## config.mk

```make
export PLATFORM = sky130hd
export DESIGN_NAME = seq_shift_add_mul_flat
export DESIGN_NICKNAME = d
export VERILOG_FILES = /design/src/rtl/seq_shift_add_mul_if.sv /design/src/rtl/seq_shift_add_mul.sv /design/src/flat_wrapper.sv
export SDC_FILE = /design/constraint.sdc
export NUM_CORES = 1
export LEC_CHECK = 0
export CAP_MARGIN = 15
export CORE_UTILIZATION = 40
export CTS_CLUSTER_SIZE = 28
export DETAILED_ROUTE_END_ITERATION = 8
export GPL_ROUTABILITY_DRIVEN = 1
export GPL_TIMING_DRIVEN = 0
export HOLD_SLACK_MARGIN = 0.1
export PLACE_DENSITY_LB_ADDON = 0.08
export SYNTH_ARGS = -nofsm -noshare
export SYNTH_HDL_FRONTEND = slang
export SYNTH_HIERARCHICAL = 1
export SYNTH_SLANG_ARGS = --single-unit
```

## constraint.sdc

```tcl
create_clock -name clk -period 33 [get_ports clk]
set_clock_uncertainty 0.2 [all_clocks]
set_input_delay 6.6 -clock clk [delete_from_list [all_inputs] [get_ports clk]]
set_output_delay 6.6 -clock clk [all_outputs]
set_load 0.005 [all_outputs]
```

## src/rtl/seq_shift_add_mul_if.sv

```systemverilog
// Start/busy/done handshake and operand/result bus for the sequential multiplier.
interface seq_shift_add_mul_if #(
    parameter int unsigned N = 32
);
    logic             start;
    logic [N-1:0]     a;
    logic [N-1:0]     b;
    logic             busy;
    logic             done;
    logic [2*N-1:0]   product;

    // Requester side (execute stage).
    modport master (
        output start,
        output a,
        output b,
        input  busy,
        input  done,
        input  product
    );

    // Multiplier side.
    modport slave (
        input  start,
        input  a,
        input  b,
        output busy,
        output done,
        output product
    );
endinterface

```

## src/rtl/seq_shift_add_mul.sv

```systemverilog
// Multi-cycle unsigned N x N -> 2N shift-add multiplier built around one
// shared ripple-carry adder; one partial product is accumulated per cycle.

// Plain n-bit ripple-carry adder; the carry out of the top bit is not needed
// by callers that zero-extend their operands by one bit.
module rca_adder #(
    parameter int unsigned n = 8
) (
    input  logic [n-1:0] i_a,
    input  logic [n-1:0] i_b,
    input  logic         i_cin,
    output logic [n-1:0] o_sum
);
    logic [n-1:0] w_carry;

    assign w_carry[0] = i_cin;

    // Sum bit for every position.
    genvar gi;
    generate
        for (gi = 0; gi < n; gi++) begin : g_sum
            assign o_sum[gi] = i_a[gi] ^ i_b[gi] ^ w_carry[gi];
        end
        // Carry chain into every bit above the first.
        for (gi = 0; gi < n - 1; gi++) begin : g_carry
            assign w_carry[gi+1] = (i_a[gi] & i_b[gi]) |
                                   (i_a[gi] & w_carry[gi]) |
                                   (i_b[gi] & w_carry[gi]);
        end
    endgenerate
endmodule

module seq_shift_add_mul #(
    parameter int unsigned N = 32
) (
    input  logic                  clk,
    input  logic                  rst,
    seq_shift_add_mul_if.slave    bus
);
    localparam int unsigned CW = $clog2(N + 1);
    localparam int unsigned PW = 2 * N;

    localparam logic [1:0] S_IDLE = 2'd0;
    localparam logic [1:0] S_CALC = 2'd1;
    localparam logic [1:0] S_DONE = 2'd2;

    logic [1:0]     r_state;
    logic [N-1:0]   r_mcand;
    logic [PW-1:0]  r_acc;
    logic [CW-1:0]  r_cnt;
    logic           r_busy;
    logic           r_done;
    logic [PW-1:0]  r_product;

    logic [1:0]     w_state_nxt;
    logic [N-1:0]   w_mcand_nxt;
    logic [PW-1:0]  w_acc_nxt;
    logic [CW-1:0]  w_cnt_nxt;
    logic           w_busy_nxt;
    logic           w_done_nxt;
    logic [PW-1:0]  w_product_nxt;

    logic [N:0]     w_add_a;
    logic [N:0]     w_add_b;
    logic [N:0]     w_sum;
    logic [PW-1:0]  w_acc_step;

    // Partial-product operands: running sum plus multiplicand gated by the
    // next multiplier bit.
    assign w_add_a = {1'b0, r_acc[PW-1:N]};
    assign w_add_b = r_acc[0] ? {1'b0, r_mcand} : '0;

    rca_adder #(
        .n (N + 1)
    ) u_adder (
        .i_a   (w_add_a),
        .i_b   (w_add_b),
        .i_cin (1'b0),
        .o_sum (w_sum)
    );

    // Add-then-shift-right; the adder carry lands in the top accumulator bit.
    assign w_acc_step = {w_sum, r_acc[N-1:1]};

    // Next-state, datapath and registered-output decode.
    always_comb begin
        w_state_nxt   = r_state;
        w_mcand_nxt   = r_mcand;
        w_acc_nxt     = r_acc;
        w_cnt_nxt     = r_cnt;
        w_busy_nxt    = 1'b0;
        w_done_nxt    = 1'b0;
        w_product_nxt = r_product;

        case (r_state)
            S_IDLE, S_DONE: begin
                if (bus.start) begin
                    w_mcand_nxt = bus.a;
                    w_acc_nxt   = {{N{1'b0}}, bus.b};
                    w_cnt_nxt   = '0;
                    w_state_nxt = S_CALC;
                    w_busy_nxt  = 1'b1;
                end else begin
                    w_state_nxt = S_IDLE;
                end
            end
            S_CALC: begin
                w_acc_nxt = w_acc_step;
                w_cnt_nxt = CW'(r_cnt + CW'(1));
                if (r_cnt == CW'(N - 1)) begin
                    w_state_nxt   = S_DONE;
                    w_done_nxt    = 1'b1;
                    w_product_nxt = w_acc_step;
                end else begin
                    w_busy_nxt    = 1'b1;
                end
            end
            default: begin
                w_state_nxt = S_IDLE;
            end
        endcase
    end

    // State and datapath registers with synchronous reset.
    always_ff @(posedge clk) begin
        if (rst) begin
            r_state   <= S_IDLE;
            r_mcand   <= '0;
            r_acc     <= '0;
            r_cnt     <= '0;
            r_busy    <= 1'b0;
            r_done    <= 1'b0;
            r_product <= '0;
        end else begin
            r_state   <= w_state_nxt;
            r_mcand   <= w_mcand_nxt;
            r_acc     <= w_acc_nxt;
            r_cnt     <= w_cnt_nxt;
            r_busy    <= w_busy_nxt;
            r_done    <= w_done_nxt;
            r_product <= w_product_nxt;
        end
    end

    assign bus.busy    = r_busy;
    assign bus.done    = r_done;
    assign bus.product = r_product;
endmodule

```

## src/flat_wrapper.sv

```systemverilog
// flat-port wrapper written by rule: the top's interface ports become plain ports
module seq_shift_add_mul_flat 
#(
    parameter int unsigned N = 32
)
  (clk, rst, bus_start, bus_a, bus_b, bus_busy, bus_done, bus_product);
  seq_shift_add_mul_if #(.N(N)) bus_i ();
  input  logic clk;
  input  logic rst;
  input wire logic [$bits(bus_i.start)-1:0] bus_start;
  input wire logic [$bits(bus_i.a)-1:0] bus_a;
  input wire logic [$bits(bus_i.b)-1:0] bus_b;
  output wire logic [$bits(bus_i.busy)-1:0] bus_busy;
  output wire logic [$bits(bus_i.done)-1:0] bus_done;
  output wire logic [$bits(bus_i.product)-1:0] bus_product;
  assign bus_i.start = bus_start;
  assign bus_i.a = bus_a;
  assign bus_i.b = bus_b;
  assign bus_busy = bus_i.busy;
  assign bus_done = bus_i.done;
  assign bus_product = bus_i.product;
  seq_shift_add_mul #(.N(N)) u_core (.clk(clk), .rst(rst), .bus(bus_i));
endmodule
```

==> impl_metrics.csv <==
group,metric,value,unit
clocking,clk_pin_slew,0.07,ns
setup_path,worstSetupStartpointType,"flip-flop",
synth,synth_top_cell_by_area,"dfxtp_1",
route,drt_wl_total,18700,um
synth,synth_edf_count,0,
layout,diodes,0,
layout,final.fill_count,1791,
synth,ys_seq_area_share,44.2,%
placement,hpwl,13300,um
sta,setup_tns,0,ns
synth,synthesis.area,0.00770,sq mm
layout,drive_gt1_share,5.25,%
synth,ys_warn_count,6,
sta,setup_viol,0,
layout,syn_to_final_growth,28.6,%
route,wl_per_cell,15.3,um
power,p_leak,3.44,nW
route,avgViaCountPerCell,4.98,
global_route,grt_max_degree,17,
global_route,grt_overflow,0,
setup_path,cp_max_fo,10,
flow_run,maxCapViolCount,0,
setup_path,reg2reg_depth,39,
synth,synth-seq-cells,170,
sta,finalWorstSetupSlack,18.82,ns
min_path,holdCritPathClass,"reg2reg",
die,die_h,141,um
power,vdd_drop_max,0.0338,mV
placement,dp_slack,18.81,ns
sta,tightest_slew,0.829,ns
status,status,"finished, final reports clean",
route,post-route-drc-count,0,
placement,io_buffer_count,131,
clocking,cts_setup_buffers,0,
setup_path,slowest_delay,0.41,ns
setup_path,critical-path-slowest-cell,"fa_1",
layout,fin_area,0.00990,sq mm
placement,postPlaceCellArea,0.00931,sq mm
synth,yosysUniqueCellTypes,30,
clocking,clockBufferDepth,2,
power,p_per_area,46.1,mW/mm^2
clocking,cts_root_buf,"clkbuf_16",
route,drt.antenna.violating_nets,0,
sta,finalCriticalPeriod,14.18,ns
sta,final-max-slew-violation-count,0,
global_route,grt_pass1_wl,31300,um
clocking,cts.sinks,170,
synth,synth_ff_type,"dfxtp_1",
route,routed-via-count,6096,
sta,rsz0062_at_grt,"no",
die,core.rowCount,50,
clocking,cts_inserted_buffers,17,
layout,final_common_cell,"dfxtp_1",
setup_path,required,33.12,ns
clocking,cts-resized-gates,0,
global_route,grt_antenna_before_repair,0,
synth,async_reset_ff_share,0,%
clocking,cts_tree,"built",
sta,timing.final.crit_share,43.0,%
sta,max_slew_margin,44.8,%
synth,synth_area_per_cell,9.32,sq um
placement,place_congestion,0.746,
layout,final_cell_mix,"dfxtp_1, clkdlybuf4s50_1, nand2b_1",
clocking,clock_latency,0.43,ns
die,initial_core_util,41.0,%
die,core,0.0188,sq mm
setup_path,end_kind,"flip-flop",
sta,fmax,0.0705,GHz
route,dr.pass1.iters,5,
setup_path,cpLargestDelayFamily,"adder cells",
setup_path,worstPathBufferInverterCount,3,
die,die_area,0.0198,sq mm
sta,whs,0.251,ns
die,die_x,141,um
route,drt_iter0_markers,279,
setup_path,cp.arrival,14.30,ns
global_route,grt_pass1_vias,6092,
min_path,hold_depth,2,
synth,netlist_instances,826,
layout,seqCellArea,0.00340,sq mm
layout,nNetsFinal,1078,
setup_path,crit_cells,39,
synth,synthTopCellsByArea,"dfxtp_1, nand2b_1, fa_1",
synth,synth.top_cell.area_share,44.2,%
die,io_pins,133,
clocking,hold_buffers,0,
layout,multiInputGateArea,0.00395,sq mm
sta,hold_viol,0,
clocking,htreeDepth,4,
setup_path,crit_type,"reg2reg",
setup_path,path_common_cell,"fa_1",
global_route,grt_usage,20.2,%
final cells by class:
cell class / instances / share of cell area (%)
plain buffers: 70 / 3.29
clock buffers: 19 / 4.47
clock inverters: 13 / 1.49
inverters: 6 / 0.228
multi-input cells: 582 / 39.9
flip-flops and latches: 170 / 34.4
well taps: 234 / 2.96
repair buffers: 131 / 13.2
cell families after synthesis:
logic type | Yosys count | share of synthesized area [%]
buffers and inverters | 76 | 4.52
adder cells (fa/ha/maj) | 33 | 8.49
AO/OA/AOI/OAI | 136 | 9.97
other | 1 | 0.0487
AND/OR/NAND/NOR | 342 | 23.7
flip-flops | 170 | 44.2
XOR/XNOR | 1 | 0.309
multiplexers | 67 | 8.76
worst register-to-register path: cells and delay by family (launching register included):
| family | cells | cell delay [ns] |
|---|---|---|
| multiplexers | 1 | 0.06 |
| adder cells (fa/ha/maj) | 32 | 12.38 |
| XOR/XNOR | 1 | 0.39 |
| buffers and inverters | 3 | 0.36 |
| AND/OR/NAND/NOR | 2 | 0.28 |
| flip-flops | 1 | 0.39 |
routing by layer:
| layer | vias to the layer above | GRT usage (%) | share of wire [%] |
|---|---|---|---|
| li1 | 3077 | - | - |
| met1 | 2873 | 28.9 | 50 |
| met2 | 130 | 31.0 | 45 |
| met3 | 16 | 4.08 | 4.0 |
| met4 | 0 | 5.32 | 0.96 |
| met5 | - | 0 | 0 |
through the flow:
stage	util [%]	cells	power (mW)
global placement	49.6	1193	0.261
floorplan	-	828	0.243
global route	52.7	1225	0.476
finish	52.7	1225	0.456
CTS	52.7	1225	0.461
detailed placement	49.6	1193	0.261
power breakdown:
| group | switching [mW] | internal, mW | leakage, nW | total [mW] |
|---|---|---|---|---|
| sequential | 0.00396 | 0.211 | 1.38 | 0.215 |
| combinational | 0.0234 | 0.0184 | 1.79 | 0.0418 |
| clock | 0.0856 | 0.114 | 0.275 | 0.200 |
synth_stat cells, drive strengths merged (2+ instances only):
master / n
nand2b: 131
nand2: 97
nand3: 69
nand4: 2
and2: 32
mux2: 3
a21oi: 101
buf: 21
dfxtp: 170
nor2: 2
inv: 6
mux2i: 64
a22oi: 32
nor3b: 2
fa: 32
nor2b: 4
clkbuf: 49
worst paths after layout:
check	startpoint	endpoint	slack, ns
worst max-delay path	u_core/r_acc[0]	u_core/bus.product[63]	18.82
worst min-delay path	u_core/r_mcand[13]	u_core/r_mcand[13]	0.25
worst max register to register	u_core/r_acc[0]	u_core/bus.product[63]	18.82
worst min register to register	u_core/r_mcand[13]	u_core/r_mcand[13]	0.25
state kept, by name (all words and copies together) (netlist names):
signal	flops
u_core/bus.busy	1
u_core/bus.done	1
u_core/bus.product	64
u_core/r_acc	64
u_core/r_cnt	6
u_core/r_mcand	32
u_core/r_state	2
(Power assumes the default switching activity.)
